[config.mk]
export PLATFORM = sky130hd
export DESIGN_NAME = md_seq_ctrl
export DESIGN_NICKNAME = d
export VERILOG_FILES = /design/src/rtl/md_pkg.sv /design/src/rtl/md_seq_ctrl.sv
export SDC_FILE = /design/constraint.sdc
export NUM_CORES = 1
export LEC_CHECK = 0
export ABC_AREA = 1
export CORE_MARGIN = 3
export CORE_UTILIZATION = 45
export DETAILED_ROUTE_END_ITERATION = 8
export PLACE_DENSITY = 0.76
export SYNTH_ARGS = -nofsm -noshare
export SYNTH_HDL_FRONTEND = slang
export SYNTH_SLANG_ARGS = --single-unit
[constraint.sdc]
create_clock -name clk -period 1.6 [get_ports clk]
set_clock_uncertainty 0.1 [all_clocks]
set_input_delay 0.16 -clock clk [delete_from_list [all_inputs] [get_ports clk]]
set_output_delay 0.16 -clock clk [all_outputs]
set_load 0.005 [all_outputs]
[src/rtl/md_pkg.sv]
// Shared definitions for the HI/LO multiply/divide path: E-stage op codes,
// datapath operation select encoding and default latencies. Also used by the
// decoder and the MD datapath.
package md_pkg;

    typedef enum logic [3:0] {
        OP_NONE  = 4'd0,
        OP_MULT  = 4'd1,
        OP_MULTU = 4'd2,
        OP_DIV   = 4'd3,
        OP_DIVU  = 4'd4,
        OP_MTHI  = 4'd5,
        OP_MTLO  = 4'd6,
        OP_MFHI  = 4'd7,
        OP_MFLO  = 4'd8
    } md_op_e;

    typedef enum logic [1:0] {
        SEL_MULT  = 2'd0,
        SEL_MULTU = 2'd1,
        SEL_DIV   = 2'd2,
        SEL_DIVU  = 2'd3
    } md_sel_e;

    localparam int MULT_LAT_DEF = 5;
    localparam int DIV_LAT_DEF  = 10;

    // True for the four ops that occupy the datapath for a fixed latency.
    function automatic logic is_md_arith(input logic [3:0] op);
        return (op == OP_MULT) || (op == OP_MULTU) ||
               (op == OP_DIV)  || (op == OP_DIVU);
    endfunction

    // True for the two ops that take the long (divide) latency.
    function automatic logic is_md_div(input logic [3:0] op);
        return (op == OP_DIV) || (op == OP_DIVU);
    endfunction

    // Datapath select for an arithmetic op; non-arithmetic ops map to 0.
    function automatic logic [1:0] op_sel_of(input logic [3:0] op);
        logic [1:0] sel;
        case (op)
            OP_MULT:  sel = SEL_MULT;
            OP_MULTU: sel = SEL_MULTU;
            OP_DIV:   sel = SEL_DIV;
            OP_DIVU:  sel = SEL_DIVU;
            default:  sel = SEL_MULT;
        endcase
        return sel;
    endfunction

endpackage

[src/rtl/md_seq_ctrl.sv]
// Sequencing controller for the HI/LO multiply/divide unit. Issues a start
// pulse for mult/div ops in E, times the fixed latency down to the HI/LO
// commit, drives mthi/mtlo write enables and stalls D while the unit is busy.
// An issued mult/div is never cancelled by irq; only reset discards it.
module md_seq_ctrl
    import md_pkg::*;
#(
    parameter int MULT_LAT = MULT_LAT_DEF,
    parameter int DIV_LAT  = DIV_LAT_DEF,
    parameter int CNT_W    = 5
) (
    input  logic       clk,
    input  logic       reset,
    input  logic       irq,
    input  logic       e_valid,
    input  logic [3:0] e_op,
    input  logic       d_md_use,
    output logic       start,
    output logic [1:0] op_sel,
    output logic       hilo_we,
    output logic       hi_we,
    output logic       lo_we,
    output logic       busy,
    output logic       stall_d,
    output logic       proto_err
);

    typedef enum logic {
        ST_IDLE = 1'b0,
        ST_RUN  = 1'b1
    } state_e;

    localparam logic [CNT_W-1:0] MULT_CNT = CNT_W'(MULT_LAT);
    localparam logic [CNT_W-1:0] DIV_CNT  = CNT_W'(DIV_LAT);
    localparam logic [CNT_W-1:0] CNT_ONE  = CNT_W'(1);

    state_e           state_q, state_d;
    logic [CNT_W-1:0] cnt_q, cnt_d;
    logic             proto_err_q, proto_err_d;

    // State, latency counter and sticky protocol-error flag.
    always_ff @(posedge clk) begin
        if (reset) begin
            state_q     <= ST_IDLE;
            cnt_q       <= '0;
            proto_err_q <= 1'b0;
        end else begin
            state_q     <= state_d;
            cnt_q       <= cnt_d;
            proto_err_q <= proto_err_d;
        end
    end

    // Next state and combinational pulses; everything is forced low in reset.
    always_comb begin
        state_d     = state_q;
        cnt_d       = cnt_q;
        proto_err_d = proto_err_q;
        start       = 1'b0;
        op_sel      = 2'd0;
        hilo_we     = 1'b0;
        hi_we       = 1'b0;
        lo_we       = 1'b0;
        busy        = 1'b0;
        stall_d     = 1'b0;
        proto_err   = proto_err_q;

        case (state_q)
            ST_IDLE: begin
                if (e_valid && !irq) begin
                    if (is_md_arith(e_op)) begin
                        start   = 1'b1;
                        op_sel  = op_sel_of(e_op);
                        state_d = ST_RUN;
                        cnt_d   = is_md_div(e_op) ? DIV_CNT : MULT_CNT;
                    end else if (e_op == OP_MTHI) begin
                        hi_we = 1'b1;
                    end else if (e_op == OP_MTLO) begin
                        lo_we = 1'b1;
                    end
                end
            end
            ST_RUN: begin
                busy  = 1'b1;
                cnt_d = cnt_q - CNT_ONE;
                if (cnt_q == CNT_ONE) begin
                    hilo_we = 1'b1;
                    state_d = ST_IDLE;
                    cnt_d   = '0;
                end
                if (e_valid && (e_op != OP_NONE)) begin
                    proto_err_d = 1'b1;
                end
            end
            default: begin
                state_d = ST_IDLE;
                cnt_d   = '0;
            end
        endcase

        if (reset) begin
            start     = 1'b0;
            op_sel    = 2'd0;
            hilo_we   = 1'b0;
            hi_we     = 1'b0;
            lo_we     = 1'b0;
            busy      = 1'b0;
            proto_err = 1'b0;
        end

        stall_d = d_md_use && (busy || start);
    end

endmodule

After elaboration in Yosys (flattened, before gate mapping):

Cells that the tools add are included.

* logic and storage cells: 59
* register bits: 7
* input port bits: 9

* reductions and logical operators: 12
* muxes and demuxes: 33
* equality and inequality tests: 9
* bitwise gates (word level): 1
* add/sub/neg operators: 1

Operator list (number)
* $mux 1: 22
* $mux 5: 3
* $eq 4x3->1 const B: 3
* $pmux 5 s2: 1
* $eq 4x2->1 const B: 2
* $mux 2: 4
* $pmux 2 s3: 1
* $eq 5x1->1 const B: 1
* $logic_or 1x1->1: 5
* $sub 5x1->5 const B: 1
* $eq 4x1->1 const B: 1
* $mux 4: 1
* $ne 2x2->1 const B: 2
* $reduce_and 2->1: 2
* $reduce_bool 4->1: 1
* $logic_and 1x1->1: 3
* $pmux 1 s2: 1
* $logic_not 1->1: 1
* $not 1->1: 1

Logic depth before layout (Yosys ltp):

* word-level depth: 10
* depth in mapped cells: 9
* gate-level depth less buffers: 9

Worst setup path before layout:

Ideal clock, no wire load.

* path type: register to register
* start: register cnt_q[1]
* end: register cnt_q[3]
* path slack: 0.409 ns
* data required time: 1.390 ns
* arrival: 0.980 ns
* cell stages (with the launch flop): 10
* path buffers: 0
* setup time: 0.110 ns
* cell sequence: dfxtp_1 inv_1 ha_1 inv_1 nor2_1 a21oi_1 nand2_1 nand2_1 nor2_2 nor2_2

* cells in the longest elaborated chain, start to end: 3
* elaborated cells between the ends (all ways): 4

RTL lines
* start: declaration: line md_seq_ctrl.sv:38 `logic [CNT_W-1:0] cnt_q, cnt_d;`
* start signal: assignment: line md_seq_ctrl.sv:49 `cnt_q <= cnt_d;`
* $sub 5x1->5 or $eq 5x1->1 (tied branches): line md_seq_ctrl.sv:85, md_seq_ctrl.sv:86
* $mux 5 *: line md_seq_ctrl.sv:86 `if (cnt_q == CNT_ONE) begin`
* $pmux 5 s2 *: line md_seq_ctrl.sv:68 `case (state_q)`

Mark *: on every way between the ends. The rest lies on a longest branch, timed or not.
A chain may end at the register's enable or synchronous reset.

Worst setup path in the final report:

* start: register cnt_q[1]
* end: output hilo_we

* cells in the longest elaborated chain, start to end: 4

RTL lines
* $eq 5x1->1: line md_seq_ctrl.sv:86
* $mux 1: line md_seq_ctrl.sv:86
* $mux 1: line md_seq_ctrl.sv:68
* $mux 1: line md_seq_ctrl.sv:101 `if (reset) begin`
* end: declaration: line md_seq_ctrl.sv:20 `output logic hilo_we,`

No other way between the ends.

==> impl_metrics.yaml <==
outcome:
  outcome: "complete, no violations"
power_and_ir_drop:
  power_density_nw_per_um2: 553
  power_frac_clock_pct: 29.7
  combPwrFrac_pct: 35.7
  p_int_mw: 0.370
  ir_worst_vdd_v: 0.000406
  switching_share_pct: 33.2
  p_switching_mw: 0.184
  seq_power_share_pct: 34.6
  p_leak_nw: 0.530
layout:
  fillers: 82
  syn_to_final_growth_pct: 59.1
  num-nets-final: 152
  seqCellArea_sq_um: 141
  antennaDiodeCount: 0
  drive_above_1_share_pct: 48.6
  fin_area_sq_um: 1000
  multiInputGateArea_sq_um: 450
  mostFrequentLayoutCells: "nand2_1, buf_4, nor2_2, nand3_1, inv_1"
cts:
  clockRootBuffer: "clkbuf_4"
  clk_latency_ns: 0.26
  cts_buffers: 3
  tritoncts: "yes"
  cts_buffer_depth: 2
  cts_sinks: 7
  cts_hold_buf: 0
  cts_htree_levels: 1
  clkTransAtPathRegs_ns: 0.06
setup_path:
  cp_cell_sequence: "inv_1, ha_1, inv_1, nor2_2, nand2_2, nor3_2, buf_2"
  cp_common_cell: "inv_1"
  required_ns: 1.34
  critPathMaxStageDelay_ns: 0.31
  startpoint_type: "flip-flop"
  cp_slowest_cell: "dfxtp_1"
  crit_buf_inv: 3
  crit_type: "flip-flop to output port"
  worst_setup_path_end_kind: "output port"
  crit_arrival_ns: 1.25
  critPathTopFamily: "flip-flops"
  path_max_fanout: 2
sta:
  tightest_slew_ns: 0.242
  max_slew_margin_pct: 83.9
  drv_slew: 0
  setup-violations-final: 0
  finalSetupTns_ns: 0
  hold_viol: 0
  whs_ns: 0.172
  finalCriticalPeriod_ns: 1.51
  max_freq_mhz: 663
  period_share_pct: 94.3
synthesis:
  syn-num-nets: 109
  avgSynthCellArea_sq_um: 6.43
  synth_top_area_share_pct: 22.2
  yosysWarnings: 0
  synth_cell_types: 19
  postSynthCellCount: 98
  synth_largest_area_cell: "dfxtp_1"
  ys_seq_area_share_pct: 22.2
  ys_ff_latch: 7
  synthTopCellsByArea: "dfxtp_1, nand2_1, nor2_2"
  synthesis.area_sq_um: 631
floorplan:
  die_width_um: 43.4
  die-area_sq_um: 1890
  coreArea_sq_um: 1200
  start_util_pct: 52.5
  io_pins: 18
  row_count: 12
  die_h_um: 43.4
placement:
  port_buffers: 17
  place_area_sq_um: 947
  hpwl_um: 1390
  gp_congestion: 0.822
detailed_routing:
  routed_wl_um: 1930
  wl_per_cell_um: 12.5
  dr.pass1.iters: 4
  post_drt_via_cell_ratio: 5.13
  drt_iter0_markers: 25
  num_vias: 790
  ant_nets: 0
  drc_errors: 0
global_route:
  grt_max_degree: 10
  antenna_found_initial: 0
  grt_usage_pct: 23.4
  grt_pass1_wl_um: 3330
  grt-ovfl-total: 0
  grt_pass1_vias: 783
min_path:
  hp-class: "input pin to flip-flop"
run:
  maxCapViolCount: 0
[power groups by stage]
stage               registers [mW]  logic (mW)  clock network [mW]
floorplan                    0.194       0.102                   0
global placement             0.193       0.180                   0
finish                       0.192       0.198               0.165
detailed placement           0.194       0.185                   0
global route                 0.192       0.221               0.175
CTS                          0.191       0.192               0.171
[registers in the layout, indices dropped and copies added, names as in the netlist]
name,flops
cnt_q,5
proto_err_q,1
state_q,1
[final timing paths]
path                                from  endpoint  slack [ns]  cells past startpoint
worst max-delay path            cnt_q[1]   hilo_we        0.09                      7
worst min-delay path               reset  cnt_q[2]        0.17                      3
worst max register to register  cnt_q[1]  cnt_q[2]        0.19                     10
worst min register to register  cnt_q[4]  cnt_q[4]        0.45                      2
[worst min-delay path, delay by kind of cell]
family / cells / cell delay, ns
buf+inv: 2 / 0.28
compound gates: 1 / 0.04
[through the flow]
step | util (%) | setup WS (ns) | total power [mW] | instances
6_report | 83.5 | 0.0918 | 0.554 | 154
5_1_grt | 83.5 | -0.00885 | 0.588 | 154
4_1_cts | 82.9 | 0.0157 | 0.555 | 154
3_5_place_dp | 78.9 | -0.538 | 0.379 | 147
3_3_place_gp | 78.9 | -0.417 | 0.374 | 147
2_1_floorplan | - | 0.409 | 0.295 | 98
[layer usage]
metal | vias to the layer above | wire length, um | track usage [%]
li1 | 390 | - | -
met4 | 0 | 57 | 6.63
met1 | 360 | 793 | 28.8
met5 | - | 0 | 0
met3 | 6 | 133 | 7.05
met2 | 34 | 941 | 39.2
[Yosys cell counts]
library cell   n
nand2_1       24
inv_1         14
nand3_1       11
nor2_2        11
dfxtp_1        7
nor2_1         6
a21oi_1        5
nand2_4        4
nor3_1         3
ha_1           2
nand2_2        2
o21ai_0        2
a21oi_2        1
a31o_2         1
clkbuf_8       1
inv_2          1
inv_4          1
nor2_8         1
o21bai_1       1
[timing repair]
item | in CTS | in global routing
setup endpoints to repair | 9 | 4
buffers inserted | 3 | 0
gates cloned | 0 | 0
gates resized for setup | 48 | 3
pin swaps | 6 | 2
[logic make-up after synthesis]
family | synth area share, %
buffers and inverters | 12.1
AND/OR/NAND/NOR | 52.2
AO/OA/AOI/OAI | 9.52
adder cells (fa/ha/maj) | 3.97
flip-flops | 22.2
[cell type report]
| class | count | share of cell area (%) |
|---|---|---|
| multi-input cells | 74 | 44.9 |
| clock buffers | 4 | 2.62 |
| well taps | 14 | 1.75 |
| flip-flops and latches | 7 | 14.1 |
| inverters | 16 | 6.23 |
| repair buffers | 39 | 30.4 |
(Power assumes the default switching activity.)
